===== config.mk =====
export PLATFORM = sky130hd
export DESIGN_NAME = hs32_prefetch
export DESIGN_NICKNAME = d
export VERILOG_FILES = /design/src/rtl/hs32_pkg.sv /design/src/rtl/hs32_sync_fifo.sv /design/src/rtl/hs32_prefetch.sv
export SDC_FILE = /design/constraint.sdc
export NUM_CORES = 1
export LEC_CHECK = 0
export BUFFER_PORTS_ARGS = -buffer_cell sky130_fd_sc_hd__buf_2
export CORE_MARGIN = 1
export CORE_UTILIZATION = 58
export CTS_CLUSTER_DIAMETER = 30
export DETAILED_ROUTE_END_ITERATION = 16
export MAX_ROUTING_LAYER = met4
export PLACE_DENSITY = 0.79
export SYNTH_ARGS = -nofsm -noshare
export SYNTH_HDL_FRONTEND = slang
export SYNTH_SLANG_ARGS = --single-unit

===== constraint.sdc =====
create_clock -name clk -period 5.4 [get_ports clk]
set_input_delay 0.54 -clock clk [delete_from_list [all_inputs] [get_ports clk]]
set_output_delay 0.54 -clock clk [all_outputs]
set_load 0.01 [all_outputs]

===== src/rtl/hs32_pkg.sv =====
// hs32_pkg: definitions shared by the HS32 fetch path.
//   HS32_XLEN       - datapath / address width in bits
//   HS32_INSN_BYTES - byte distance between consecutive instructions
//   hs32_fetch_t    - one buffered fetch result: instruction word plus its PC
package hs32_pkg;

    localparam int HS32_XLEN       = 32;
    localparam int HS32_INSN_BYTES = 4;

    typedef struct packed {
        logic [HS32_XLEN-1:0] insn;
        logic [HS32_XLEN-1:0] pc;
    } hs32_fetch_t;

endpackage


===== src/rtl/hs32_sync_fifo.sv =====
// hs32_sync_fifo: width-parametrised synchronous FIFO with a fill count.
//   clk        - clock, all updates on the rising edge
//   reset      - asynchronous, active-low; empties the FIFO
//   clear      - synchronous empty; wins over push and pop in the same cycle
//   push       - write push_data at the tail (ignored when full)
//   push_data  - entry to write
//   pop        - drop the head entry (ignored when empty)
//   head       - current head entry, valid while fill > 0
//   fill       - number of stored entries, 0 .. 2**DEPTH_LOG2
module hs32_sync_fifo #(
    parameter int WIDTH      = 64,
    parameter int DEPTH_LOG2 = 2
) (
    input  logic                  clk,
    input  logic                  reset,
    input  logic                  clear,
    input  logic                  push,
    input  logic [WIDTH-1:0]      push_data,
    input  logic                  pop,
    output logic [WIDTH-1:0]      head,
    output logic [DEPTH_LOG2:0]   fill
);

    localparam int DEPTH = 2**DEPTH_LOG2;
    localparam int PTR_W = DEPTH_LOG2 + 1;

    // Pointers carry one extra wrap bit so that full and empty are
    // distinguishable without a separate counter.
    logic [PTR_W-1:0] wr_ptr;
    logic [PTR_W-1:0] rd_ptr;
    logic [WIDTH-1:0] mem [DEPTH];
    logic             full;
    logic             empty;
    logic             do_push;
    logic             do_pop;

    // Full when the wrap bits differ but the index bits match.
    always_comb begin
        full    = (wr_ptr[PTR_W-1] != rd_ptr[PTR_W-1]) &&
                  (wr_ptr[DEPTH_LOG2-1:0] == rd_ptr[DEPTH_LOG2-1:0]);
        empty   = (wr_ptr == rd_ptr);
        do_push = push && !full && !clear;
        do_pop  = pop && !empty && !clear;
        fill    = wr_ptr - rd_ptr;
        head    = mem[rd_ptr[DEPTH_LOG2-1:0]];
    end

    always_ff @(posedge clk or negedge reset) begin
        if (!reset) begin
            wr_ptr <= '0;
            rd_ptr <= '0;
        end else if (clear) begin
            wr_ptr <= '0;
            rd_ptr <= '0;
        end else begin
            if (do_push) wr_ptr <= wr_ptr + PTR_W'(1);
            if (do_pop)  rd_ptr <= rd_ptr + PTR_W'(1);
        end
    end

    // Storage needs no reset: entries are only observed after a push.
    always_ff @(posedge clk) begin
        if (do_push) mem[wr_ptr[DEPTH_LOG2-1:0]] <= push_data;
    end

endmodule


===== src/rtl/hs32_prefetch.sv =====
// hs32_prefetch: pipelined HS32 instruction prefetcher.
// Keeps up to MAX_OUT memory requests in flight and buffers returned
// instructions with their PCs for decode. A flush redirects fetch and
// silently discards responses still owed to the old stream.
//   clk, reset       - clock and asynchronous active-low reset
//   addr, stbm       - registered request address and strobe to the arbiter
//   dtr, ackm        - in-order response data and valid
//   stlm             - arbiter rejects the request strobed this cycle
//   instd, pcd, reqd - head instruction, its PC, and valid toward decode
//   rdyd             - decode takes the head
//   newpc, flush     - redirect target and redirect/discard command
module hs32_prefetch
    import hs32_pkg::*;
#(
    parameter int                   DEPTH_LOG2 = 2,
    parameter int                   MAX_OUT    = 2,
    parameter int                   LOW_WATER  = (2**DEPTH_LOG2) / 2,
    parameter logic [HS32_XLEN-1:0] RESET_PC   = 32'h0
) (
    input  logic                 clk,
    input  logic                 reset,
    output logic [HS32_XLEN-1:0] addr,
    output logic                 stbm,
    input  logic [HS32_XLEN-1:0] dtr,
    input  logic                 ackm,
    input  logic                 stlm,
    output logic [HS32_XLEN-1:0] instd,
    output logic [HS32_XLEN-1:0] pcd,
    output logic                 reqd,
    input  logic                 rdyd,
    input  logic [HS32_XLEN-1:0] newpc,
    input  logic                 flush
);

    localparam int DEPTH  = 2**DEPTH_LOG2;
    localparam int CNT_W  = $clog2(MAX_OUT + 1);
    localparam int FILL_W = DEPTH_LOG2 + 1;

    localparam logic [1:0] ST_IDLE  = 2'd0;
    localparam logic [1:0] ST_REQ   = 2'd1;
    localparam logic [1:0] ST_DRAIN = 2'd2;

    logic [1:0]            st;
    logic [1:0]            st_next;
    logic [CNT_W-1:0]      out_q;
    logic [CNT_W-1:0]      out_next;
    logic [CNT_W-1:0]      drop_q;
    logic [CNT_W-1:0]      drop_next;
    logic [HS32_XLEN-1:0]  rpc;
    logic                  refill;
    logic                  refill_next;
    logic [FILL_W-1:0]     fill;
    logic [FILL_W-1:0]     fill_next;
    logic [31:0]           inflight_next;
    logic [31:0]           credit_next;
    logic                  accept;
    logic                  ack_valid;
    logic                  ack_drop;
    logic                  ack_push;
    logic                  push;
    logic                  pop;
    logic                  issue;
    hs32_fetch_t           push_entry;
    hs32_fetch_t           head;

    // The strobe is a decode of the registered state, so it stays a clean
    // flop output and clears immediately on reset.
    assign stbm  = (st == ST_REQ);
    assign reqd  = !flush && (fill != '0) && !refill;
    assign instd = head.insn;
    assign pcd   = head.pc;

    // Request/response bookkeeping. An ack with nothing owed is ignored so a
    // misbehaving arbiter cannot underflow the counters. Drops are owed
    // before live responses because responses return in order.
    always_comb begin
        accept    = stbm && !stlm;
        ack_valid = ackm && ((32'(out_q) + 32'(drop_q)) != 32'd0);
        ack_drop  = ack_valid && (drop_q != '0);
        ack_push  = ack_valid && (drop_q == '0);
        push      = ack_push && !flush;
        pop       = rdyd && reqd;
        push_entry.insn = dtr;
        push_entry.pc   = rpc;
    end

    // Next-state counters. On flush everything still owed, including a
    // request accepted in the flush cycle itself, becomes a drop.
    always_comb begin
        out_next  = out_q;
        drop_next = drop_q;
        fill_next = fill;
        if (flush) begin
            out_next  = '0;
            drop_next = CNT_W'(32'(drop_q) + 32'(out_q) + 32'(accept) - 32'(ack_valid));
            fill_next = '0;
        end else begin
            out_next  = out_q + CNT_W'(accept) - CNT_W'(ack_push);
            drop_next = drop_q - CNT_W'(ack_drop);
            fill_next = fill + FILL_W'(push) - FILL_W'(pop);
        end
    end

    // Issue only while both the in-flight limit and FIFO credit allow it;
    // counting outstanding live requests against free space is what keeps
    // the FIFO from ever overflowing.
    always_comb begin
        inflight_next = 32'(out_next) + 32'(drop_next);
        credit_next   = 32'(fill_next) + 32'(out_next);
        issue         = !flush && (inflight_next < 32'(MAX_OUT)) && (credit_next < 32'(DEPTH));
        st_next       = ST_IDLE;
        if (flush)                  st_next = ST_DRAIN;
        else if (issue)             st_next = ST_REQ;
        else if (drop_next != '0)   st_next = ST_DRAIN;
        else                        st_next = ST_IDLE;
    end

    // Hysteresis: after the buffer runs dry (or is flushed) decode waits
    // until LOW_WATER entries are buffered, avoiding one-entry stutter.
    always_comb begin
        refill_next = refill;
        if (flush)                                refill_next = 1'b1;
        else if (fill_next == '0)                 refill_next = 1'b1;
        else if (32'(fill_next) >= 32'(LOW_WATER)) refill_next = 1'b0;
    end

    always_ff @(posedge clk or negedge reset) begin
        if (!reset) begin
            st     <= ST_IDLE;
            addr   <= RESET_PC;
            rpc    <= RESET_PC;
            out_q  <= '0;
            drop_q <= '0;
            refill <= 1'b1;
        end else begin
            st     <= st_next;
            out_q  <= out_next;
            drop_q <= drop_next;
            refill <= refill_next;
            if (flush) begin
                addr <= newpc;
                rpc  <= newpc;
            end else begin
                if (accept) addr <= addr + HS32_XLEN'(HS32_INSN_BYTES);
                if (push)   rpc  <= rpc + HS32_XLEN'(HS32_INSN_BYTES);
            end
        end
    end

    hs32_sync_fifo #(
        .WIDTH      ($bits(hs32_fetch_t)),
        .DEPTH_LOG2 (DEPTH_LOG2)
    ) u_fifo (
        .clk       (clk),
        .reset     (reset),
        .clear     (flush),
        .push      (push),
        .push_data (push_entry),
        .pop       (pop),
        .head      (head),
        .fill      (fill)
    );

`ifdef FORMAL
    // A response must always be owed to somebody.
    always @(posedge clk) begin
        if (reset) assert (!(ackm && (out_q == '0) && (drop_q == '0)));
    end
`endif

endmodule


## After elaboration in Yosys (flattened, before gate mapping)

Memories as Yosys holds them, arrays and structs flattened.
Cells that the tools add are included.

| word-level totals | value |
|---|---|
| ROM bits | 0 |
| bits in latches | 0 |
| input bits | 70 |
| memories | 1 |
| output and inout bits | 98 |
| bits in registers | 77 |
| memory bits (writable) | 256 |
| word-level logic and storage cells | 81 |

Memories:

| memory | words | bits a word | rd ports | clocked after Yosys merged registers in | wr ports | RTL line | source |
|---|---|---|---|---|---|---|---|
| u_fifo.mem | 4 | 64 | 1 | 0 | 1 | hs32_sync_fifo.sv:31 | `logic [WIDTH-1:0] mem [DEPTH];` |

| operators by class | value |
|---|---|
| div/mod/pow operators | 0 |
| shift-type cells | 0 |
| bitwise gates (word level) | 0 |
| multipliers | 0 |
| multiplexer cells | 19 |
| equal/unequal tests | 4 |
| magnitude comparators | 3 |
| add/sub/neg operators | 15 |
| reduce and logical (&&, ||, !) cells | 31 |

Operators with widths:

| cell | number |
|---|---|
| $mux 32 | 4 |
| $add 32x3->32 const B | 2 |
| $reduce_bool 32->1 | 1 |
| $logic_and 1x1->1 | 15 |
| $mux 3 | 5 |
| $reduce_bool 2->1 | 6 |
| $mux 2 | 5 |
| $add 2x2->3 | 2 |
| $add 3x1->3 const B | 2 |
| $reduce_bool 3->1 | 2 |
| $sub 2x1->2 | 3 |
| $logic_not 1->1 | 5 |
| $mux 1 | 5 |
| $add 2x1->2 | 2 |
| $add 3x2->4 | 1 |
| $lt 4x3->1 const B | 1 |
| $add 3x1->3 | 1 |
| $eq 3x3->1 | 1 |
| $ge 3x2->1 const B | 1 |
| $logic_not 3->1 | 1 |
| $lt 3x2->1 const B | 1 |
| $sub 3x1->3 | 1 |
| $sub 3x3->3 | 1 |
| $eq 2x1->1 const B | 1 |
| other kinds (3) | 3 |

## Longest topological paths before layout

Gate-level depths: netlist of run 1.

| depth | value |
|---|---|
| depth in word-level cells | 13 |
| mapped depth | 15 |
| gate-level depth less buffers | 14 |

## By module

Synthesis of run 1 repeated with hierarchy kept, for this count alone.

| unflattened totals | value |
|---|---|
| cells, all modules | 799 |
| area total of the unflattened synthesis | 14,046.0 um2 |

Modules (own cells, without submodules):

| module | area an instance (um2) | times used | cells an instance | seq. area each (um2) |
|---|---|---|---|---|
| hs32_sync_fifo | 9,831.9 | 1 | 397 | 7,837.5 |
| hs32_prefetch | 4,214.0 | 1 | 402 | 1,778.0 |

## Worst setup path before layout of run 1

OpenSTA, ideal clock, no wires.

| timing | value |
|---|---|
| path kind | register -> register |
| from | register u_fifo.rd_ptr[1] |
| to | memory u_fifo.mem[3][0], enable pin |
| setup slack | 1,181 ps |
| required time | 4,970 ps |
| buffers on the path | 2 |
| library setup time | 430 ps |
| cell stages (with the launch flop) | 8 |
| arrival | 3,788 ps |
| period minus slack after synthesis | 4,219 ps |
| cell sequence | dfrtp_1 -> clkbuf_1 -> clkbuf_1 -> inv_1 -> ha_1 -> and2_1 -> a2111oi_2 -> and2_1 |

| on the way | value |
|---|---|
| longest elaborated chain between the ends | 7 |

Ends and longest elaborated chain:

| element | RTL line | source |
|---|---|---|
| from (decl) | hs32_sync_fifo.sv:30 | `logic [PTR_W-1:0] rd_ptr;` |
| from (signal assigned) | hs32_sync_fifo.sv:57 | `if (do_pop) rd_ptr <= rd_ptr + PTR_W'(1);` |
| $eq 2x2->1 | hs32_sync_fifo.sv:40 | `(wr_ptr[DEPTH_LOG2-1:0] == rd_ptr[DEPTH_LOG2-1:0]);` |
| $logic_and 1x1->1 | hs32_sync_fifo.sv:39 | `full = (wr_ptr[PTR_W-1] != rd_ptr[PTR_W-1]) &&` |
| $logic_not 1->1 | hs32_sync_fifo.sv:42 | `do_push = push && !full && !clear;` |
| $logic_and 1x1->1 (2 in a row) | hs32_sync_fifo.sv:42 |  |
| $mux 1 | hs32_sync_fifo.sv:63 | `if (do_push) mem[wr_ptr[DEPTH_LOG2-1:0]] <= push_data;` |
| $mux 1 (implied by the code) | hs32_sync_fifo.sv:63 |  |
| to (decl) | hs32_sync_fifo.sv:31 |  |

No other way between the ends.

## Final worst setup path of run 1

| timing | value |
|---|---|
| from | register drop_q[0] |
| to | register st[1] |

| on the way | value |
|---|---|
| elaborated cells between the ends (all ways) | 27 |
| those cells by class | add/sub: 9; order compare: 2; mux: 6; reduce/logical: 10 |

RTL lines:

| element | RTL line | source |
|---|---|---|
| from (decl) | hs32_prefetch.sv:47 | `logic [CNT_W-1:0] drop_q;` |
| from (signal assigned) | hs32_prefetch.sv:138 | `drop_q <= drop_next;` |
| $add 2x2->3 | hs32_prefetch.sv:95 | `drop_next = CNT_W'(32'(drop_q) + 32'(out_q) + 32'(accept) - 32'(ack_valid));` |
| $reduce_bool 32->1 | hs32_prefetch.sv:78 | `ack_valid = ackm && ((32'(out_q) + 32'(drop_q)) != 32'd0);` |
| $logic_and 1x1->1 | hs32_prefetch.sv:78 |  |
| $logic_and 1x1->1 (*) | hs32_prefetch.sv:80 | `ack_push = ack_valid && (drop_q == '0);` |
| $sub 2x1->2 (*) | hs32_prefetch.sv:98 | `out_next = out_q + CNT_W'(accept) - CNT_W'(ack_push);` |
| $mux 2 (*) | hs32_prefetch.sv:93 | `if (flush) begin` |
| named net out_next[1] | hs32_prefetch.sv:46 | `logic [CNT_W-1:0] out_next;` |
| parallel branches: the longest is 3 deep, another holds $add 3x2->4 | n/a |  |
| $logic_and 1x1->1 (*) | hs32_prefetch.sv:110 | `issue = !flush && (inflight_next < 32'(MAX_OUT)) && (credit_next < 32'(DEPTH));` |
| $mux 2 (*) | hs32_prefetch.sv:113 | `else if (issue) st_next = ST_REQ;` |
| $mux 2 (*) | hs32_prefetch.sv:112 | `if (flush) st_next = ST_DRAIN;` |
| named net st_next[1] | hs32_prefetch.sv:44 | `logic [1:0] st_next;` |
| to (signal assigned) | hs32_prefetch.sv:136 | `st <= st_next;` |
| to (decl) | hs32_prefetch.sv:43 | `logic [1:0] st;` |

Mark *: on every way through the listed nets, which the timed path passes.
A chain may end at the register's enable or synchronous reset.

==> results.md, run 1 <==
- Setup bufs post-CTS: 0
- CP max-delay cell: nor3_1
- DPL Wire Length: 19,700 um
- Status: completed
- Yosys top cell by area: edfxtp_1
- Worst Path Arrival: 4970 ps
- Max-Cap Viols: 0
- Worst Skew: between 20 and 30 ps
- Finished Cell Area: ~17,000 um^2
- Final setup violation count: 0
- Worst hold path class: primary input to flop
- Number of clock buffers inserted by TritonCTS: 60
- Largest cells by area after synthesis: edfxtp_1, dfrtp_1, mux4_2
- Synth unique cells: 57
- Synth top area share: 54.3%
- Worst Path Required: 5770 ps
- Worst slew pin tran: about 1100 ps
- Hold_buf cts: 1
- Cell Area, Synth: approximately 14,000 um^2
- Slowest cell delay on critical path: 590 ps
- Fmax: around 220 MHz
- Proportion of layout cells with a drive suffix above 1: around a third
- Global-route wire length before repair: 52,800 um
- Total count of hold-check failures in the final report: 0
- Gr usage total: 29.5%
- Boundary Pins: between 150 and 200
- Routability-driven placement congestion ratio: 0.883
- Grt total ovfl: 0
- Vias in the first global route: 9,231
- Port Buffers: 167
- Async SR Flop Fraction: 23.1%
- Register bit total from synthesis: 333
- Crit path max fanout: 6
- Clock-pin slew on the worst setup and hold paths: 60 ps
- Worst Setup End Kind: flop
- TritonCTS clock tree: built
- Final wirelength: 34,600 um
- Sequential element share of the synthesized area: around two thirds
- DIE WIDTH: 158 um
- Final period utilization: 85.2%
- Net count after synthesis: 974
- DRC violations left: 0
- Clock sink count: 333
- H-tree depth: 2
- Routed via count: ~9k
- Slew Viols, Final: 0
- VDD IR-drop max: approximately 0.29 mV
- Ys Warns: 0
- Fin nets: 1,175
- Cell mode on critical path: ha_1
- Row cnt: 56
- Resize count post-CTS: 0
- Root Buffer: clkbuf_16
- Antenna violations before repair: 0
- Max Root-Sink Buffers: 3
- Pwr/cell area: 431 nW/um^2
- WL/cell: 23.8 um
- Slew margin rel.: 23.3%
- CP startpoint kind: flop
- Die ar.: 25,000 um^2
- DRT antenna net count: 0
- Leak pwr: 6.27 nW
- Most common cell after layout, fill and taps aside: edfxtp_1
- Chip height: 158 um
- Largest net degree at the start of global routing: 77
- Main flop type after synthesis: edfxtp_1
- Post-synth EDFFs: 256
- Initial core utilization: around three fifths
- Mapped Cells: 882
- Tmin final: between 4000 and 5000 ps
- RSZ-0062 raised after global routing: no
- Fin util: 73.3%
- Via density: around 6.3
- Cells along the critical path: ha_1, fa_1, nor3_1, nor2_1, ha_1, inv_1, ha_1, xor2_1, xnor2_1, nor2_1, fa_1, or4_1, a311oi_1, o21ai_0
- Most frequent cells in the layout: edfxtp_1, buf_2, dfrtp_1, mux4_2, clkbuf_16
- Setup Total Neg Slack: 0 ps
- Core ar.: 23,700 um^2
- DRT Pass-1 Iters: 5
- Area growth syn-to-layout: 22.7%
- DP Area: 15,400 um^2
- Clk_lat worst skew: 580 ps
- Critical path type: flop to flop
- First DRT Iteration DRCs: roughly 960
- Antenna diode count: 0
- Average cell area after synthesis: around 16 um^2
final timing paths:
kind	startpoint	cells after the start	slack, ps	endpoint
min in group asynchronous	reset	2	340	addr[26]
worst min-delay path	dtr[24]	1	190	u_fifo.mem[3][56]
worst max-delay path	drop_q[0]	14	800	st[1]
worst min register to register	u_fifo.rd_ptr[2]	1	540	u_fifo.rd_ptr[2]
worst max register to register	drop_q[0]	14	800	st[1]
max in group asynchronous	reset	3	3820	u_fifo.rd_ptr[0]
report_power, final:
| part | switching, mW | leakage [nW] | internal [mW] |
|---|---|---|---|
| Combinational | 0.416 | 2.10 | 0.300 |
| Clock | 1.35 | 0.964 | 2.30 |
| Sequential | 0.171 | 3.21 | 2.94 |
| Total | 1.94 | 6.27 | 5.54 |
logic make-up (layout without fill, tap and decap cells):
kind of cell | count (synthesis) | after routing | share of synthesized area (%)
DFF | 333 | 333 | 67.9
and+or+nand+nor | 255 | 255 | 10.0
AOI/OAI and AO/OA | 102 | 102 | 5.04
muxes | 80 | 80 | 11.4
buffers and inverters | 66 | 318 | 1.83
xor gates and xnor gates | 24 | 24 | 1.58
adders and majority gates | 22 | 22 | 2.16
flip-flops by register name, indices dropped and copies added (netlist names):
name	count
st	2
u_fifo.rd_ptr	3
addr	32
out_q	2
refill	1
drop_q	2
rpc	32
u_fifo.wr_ptr	3
u_fifo.mem	256
synth_stat cells (all sizes together), types with 2 or more instances:
library cell  instances
dfrtp                76
nand2b                7
nand4                18
or3                   7
or2                   3
xnor2                16
fa                    4
a2111oi               2
o21ai                17
inv                  27
and3                 11
a311oi                5
or3b                  2
o31a                  3
o31ai                21
nor2b                 8
a31oi                21
or4                  25
buf                  13
mux2i                 4
mux4                 64
and2                 11
a211oi               12
nor2                 40
mux2                 12
nor3                 13
nor4                 15
a21boi                3
ha                   18
o311a                 3
xor2                  7
nand3                29
nand2                46
edfxtp              256
nor3b                 4
and4                 13
clkbuf               26
a21oi                 7
critical path: cells and delay by family, from the launching register on:
| family | cells | cell delay [ps] |
|---|---|---|
| DFF | 1 | 420 |
| AOI/OAI and AO/OA | 2 | 480 |
| adders and majority gates | 5 | 1630 |
| buffers and inverters | 1 | 40 |
| xor gates and xnor gates | 2 | 280 |
| and+or+nand+nor | 4 | 1550 |
metal layers:
layer  wire [um]  track usage, %  vias to the layer above
li1            -               -                     3971
met5           0               -                        -
met1       13700            38.0                     4654
met4         832            9.34                        0
met2       17500            47.9                      462
met3        2500            5.28                       58
cell type report:
class                           instances  area, um^2
Timing Repair Buffer                  178         961
Multi-Input combinational cell        483        4290
Tap cell                              319         399
Inverter                               27         101
Clock buffer                           61        1510
Clock inverter                         52         494
Sequential cell                       333        9620
Fill cell                            1447        6310
metrics by stage:
| stage | worst slack, ps | total power [mW] | cells | hold slack, ps |
|---|---|---|---|---|
| global route | 484 | 7.75 | 1453 | 165 |
| floorplan | 1180 | 3.57 | 882 | 244 |
| finish | 802 | 7.49 | 1453 | 190 |
| global placement | 993 | 3.81 | 1339 | 373 |
| detailed placement | 810 | 3.85 | 1339 | 372 |
| CTS | 739 | 7.53 | 1453 | 168 |
Note: power is estimated with default switching activity, not from simulation.
==> run 2, diff against run 1 <==
--- a/config.mk
+++ b/config.mk
@@ -12,6 +12,7 @@
 export DETAILED_ROUTE_END_ITERATION = 16
 export MAX_ROUTING_LAYER = met4
 export PLACE_DENSITY = 0.79
+export REMOVE_ABC_BUFFERS = 1
 export SYNTH_ARGS = -nofsm -noshare
 export SYNTH_HDL_FRONTEND = slang
 export SYNTH_SLANG_ARGS = --single-unit
==> run 2 against run 1 <==
Against the previous run: sequential cell count is the same; via count is 1.1% lower; clock-buffer cell count is 7 higher; highest routed layer unchanged; register-to-register slack better by 50 ps; combinational power grew 2%; critical path depth unchanged; clock power fell by 2%; sequential power about the same; global-route usage up 0.16 points.
==> results.md, run 2 (synthesis results as in run 1) <==
- Grt total ovfl: 0 (unchanged)
- Row cnt: 56 (unchanged)
- Buf+Inv Stages, Crit Path: 1 (unchanged)
- Hold_buf cts: 0 (-1)
- Area growth syn-to-layout: 22.2%
- Worst Path Arrival: 4940 ps (-30 ps)
- Final period utilization: 84.3% (-0.84 points)
- Core ar.: 23,700 um^2 (unchanged)
- Slowest cell delay on critical path: 610 ps (+20 ps)
- Status: completed
- Finished Cell Area: 17,300 um^2 (-0.40%)
- WHS: 148 ps (-41.7 ps)
- Routability-driven placement congestion ratio: 0.877 (-0.67%)
- DRT Pass-1 Iters: 5 (unchanged)
- Clk_lat worst skew: 580 ps (about the same)
- Via density: 6.25 (-0.66%)
- Largest net degree at the start of global routing: 78 (+1.3%)
- Most frequent cells in the layout: edfxtp_1, buf_2, dfrtp_1, mux4_2, clkbuf_16
- Final wirelength: 34,500 um (-0.25%)
- Fin nets: 1,170 (-0.43%)
- Resize count post-CTS: 0 (unchanged)
- Top delay family on crit path: adder cells
- Int Power: 5.54 mW (about the same)
- Critical path type: flop to flop
- Register share of total power: 41.8% (+0.2 points)
- WL/cell: 23.8 um (+0.24%)
- Fmax: 220 MHz (+0.99%)
- DP Area: 15,300 um^2 (-0.19%)
- Power share of the combinational group: 9.9% (+0.3 points)
- DIE WIDTH: 158 um (unchanged)
- CP max-delay cell: nor3_1
- Setup bufs post-CTS: 0 (unchanged)
- TritonCTS clock tree: built
- Slew margin rel.: 30.6% (+7.4 points)
- Flop-to-flop setup slack: 850 ps (+50 ps)
- Root Buffer: clkbuf_16
- Pwr/cell area: 429 nW/um^2 (-0.42%)
- Global-route wire length before repair: 52,700 um (-0.22%)
- Total count of hold-check failures in the final report: 0 (unchanged)
- Initial core utilization: 59.8% (unchanged)
- Switching part of the total power: 25.3% (-0.60 points)
- First DRT Iteration DRCs: 867 (-9.4%)
- Antenna violations before repair: 0 (unchanged)
- Max-Cap Viols: 0 (unchanged)
- Cells along the critical path: ha_1, fa_1, nor3_1, nor2_1, ha_1, inv_1, ha_1, xor2_1, xnor2_1, nor2_1, fa_1, or4_1, a311oi_1, o21ai_0
- Worst Setup End Kind: flop
- Leak pwr: 6.21 nW (-0.97%)
- Chip height: 158 um (unchanged)
- Max reg flops: 256 (unchanged)
- DRC violations left: 0 (unchanged)
- Number of clock buffers inserted by TritonCTS: 57 (-5.0%)
- Setup Total Neg Slack: 0 ps (unchanged)
- Clock sink count: 333 (unchanged)
- Crit path max fanout: 6 (unchanged)
- Antenna diode count: 0 (unchanged)
- Clock share of power: 48.4% (-0.5 points)
- Worst hold path class: primary input to async pin
- Boundary Pins: 168 (unchanged)
- Most common cell after layout, fill and taps aside: edfxtp_1
- Proportion of layout cells with a drive suffix above 1: 32.4% (-0.42 points)
- VDD IR-drop max: 0.330 mV (+14%)
- DPL Wire Length: 19,500 um (-1.2%)
- Final setup violation count: 0 (unchanged)
- Worst Path Required: 5790 ps (+20 ps)
- Vias in the first global route: 9,246 (+0.16%)
- DRT antenna net count: 0 (unchanged)
- Port Buffers: 167 (unchanged)
- Worst Skew: 21.8 ps (-4.58 ps)
- Filler Cells Inserted: 1,475 (+1.9%)
- Routed via count: 9,041 (-1.1%)
- CP startpoint kind: flop
- H-tree depth: 2 (unchanged)
- Tmin final: 4550 ps (-45.2 ps)
- Psw: 1.88 mW (-3.1%)
- Worst slew pin tran: 1040 ps (-100 ps)
- Die ar.: 25,000 um^2 (unchanged)
- RSZ-0062 raised after global routing: no
- Slew Viols, Final: 0 (unchanged)
- Clock-pin slew on the worst setup and hold paths: 50 ps (about the same)
- Max Root-Sink Buffers: 3 (unchanged)
- Gr usage total: 29.6% (+0.16 points)
- Cell mode on critical path: ha_1
## run 2: worst reg2reg max path, delay by kind of cell (launching register included)
kind | cells | cell delay [ps]
DFF | 1 | 410
and+or+nand+nor | 4 | 1590
buffers and inverters | 1 | 40
adders and majority gates | 5 | 1650
xor gates and xnor gates | 2 | 280
AOI/OAI and AO/OA | 2 | 400
## run 2: power by group through the flow
stage | clock (mW) | combinational [mW] | sequential, mW
2_1_floorplan | 0 | 0.452 | 3.10
3_3_place_gp | 0 | 0.689 | 3.13
3_5_place_dp | 0 | 0.713 | 3.14
4_1_cts | 3.62 | 0.732 | 3.10
5_1_grt | 3.74 | 0.807 | 3.12
6_report | 3.59 | 0.732 | 3.10
## run 2: stage by stage
| stage | cells | utilization (%) | total power, mW | worst slack, ps |
|---|---|---|---|---|
| 2_1_floorplan | 843 | - | 3.55 | -668 |
| 3_3_place_gp | 1338 | 64.7 | 3.82 | 1030 |
| 3_5_place_dp | 1338 | 64.7 | 3.85 | 859 |
| 4_1_cts | 1446 | 73.0 | 7.45 | 839 |
| 5_1_grt | 1446 | 73.0 | 7.67 | 470 |
| 6_report | 1446 | 73.0 | 7.43 | 847 |
## run 2: layer usage
layer / part of all wire, % / GRT usage [%] / up-vias
li1: - / - / 3943
met1: 39 / 37.3 / 4521
met2: 51 / 48.2 / 496
met3: 7.7 / 5.15 / 81
met4: 3.2 / 11.6 / 0
met5: 0 / - / -
## run 2: cell type report
class,instances,area (um^2),area share (%)
clock buffers,68,1510,8.72
clock inverters,40,462,2.67
inverters,27,101,0.586
multi-input cells,483,4290,24.8
flip-flops and latches,333,9620,55.6
well taps,319,399,2.31
repair buffers,176,918,5.31
## run 2: worst paths after layout
check / from / end / cells after the start
setup / recovery: drop_q[0] / st[1] / 14
hold / removal: reset / addr[13] / 1
setup reg to reg: drop_q[0] / st[1] / 14
hold reg to reg: addr[0] / addr[0] / 2
max in group asynchronous: reset / u_fifo.rd_ptr[0] / 1
min in group clk: dtr[7] / u_fifo.mem[2][39] / 1
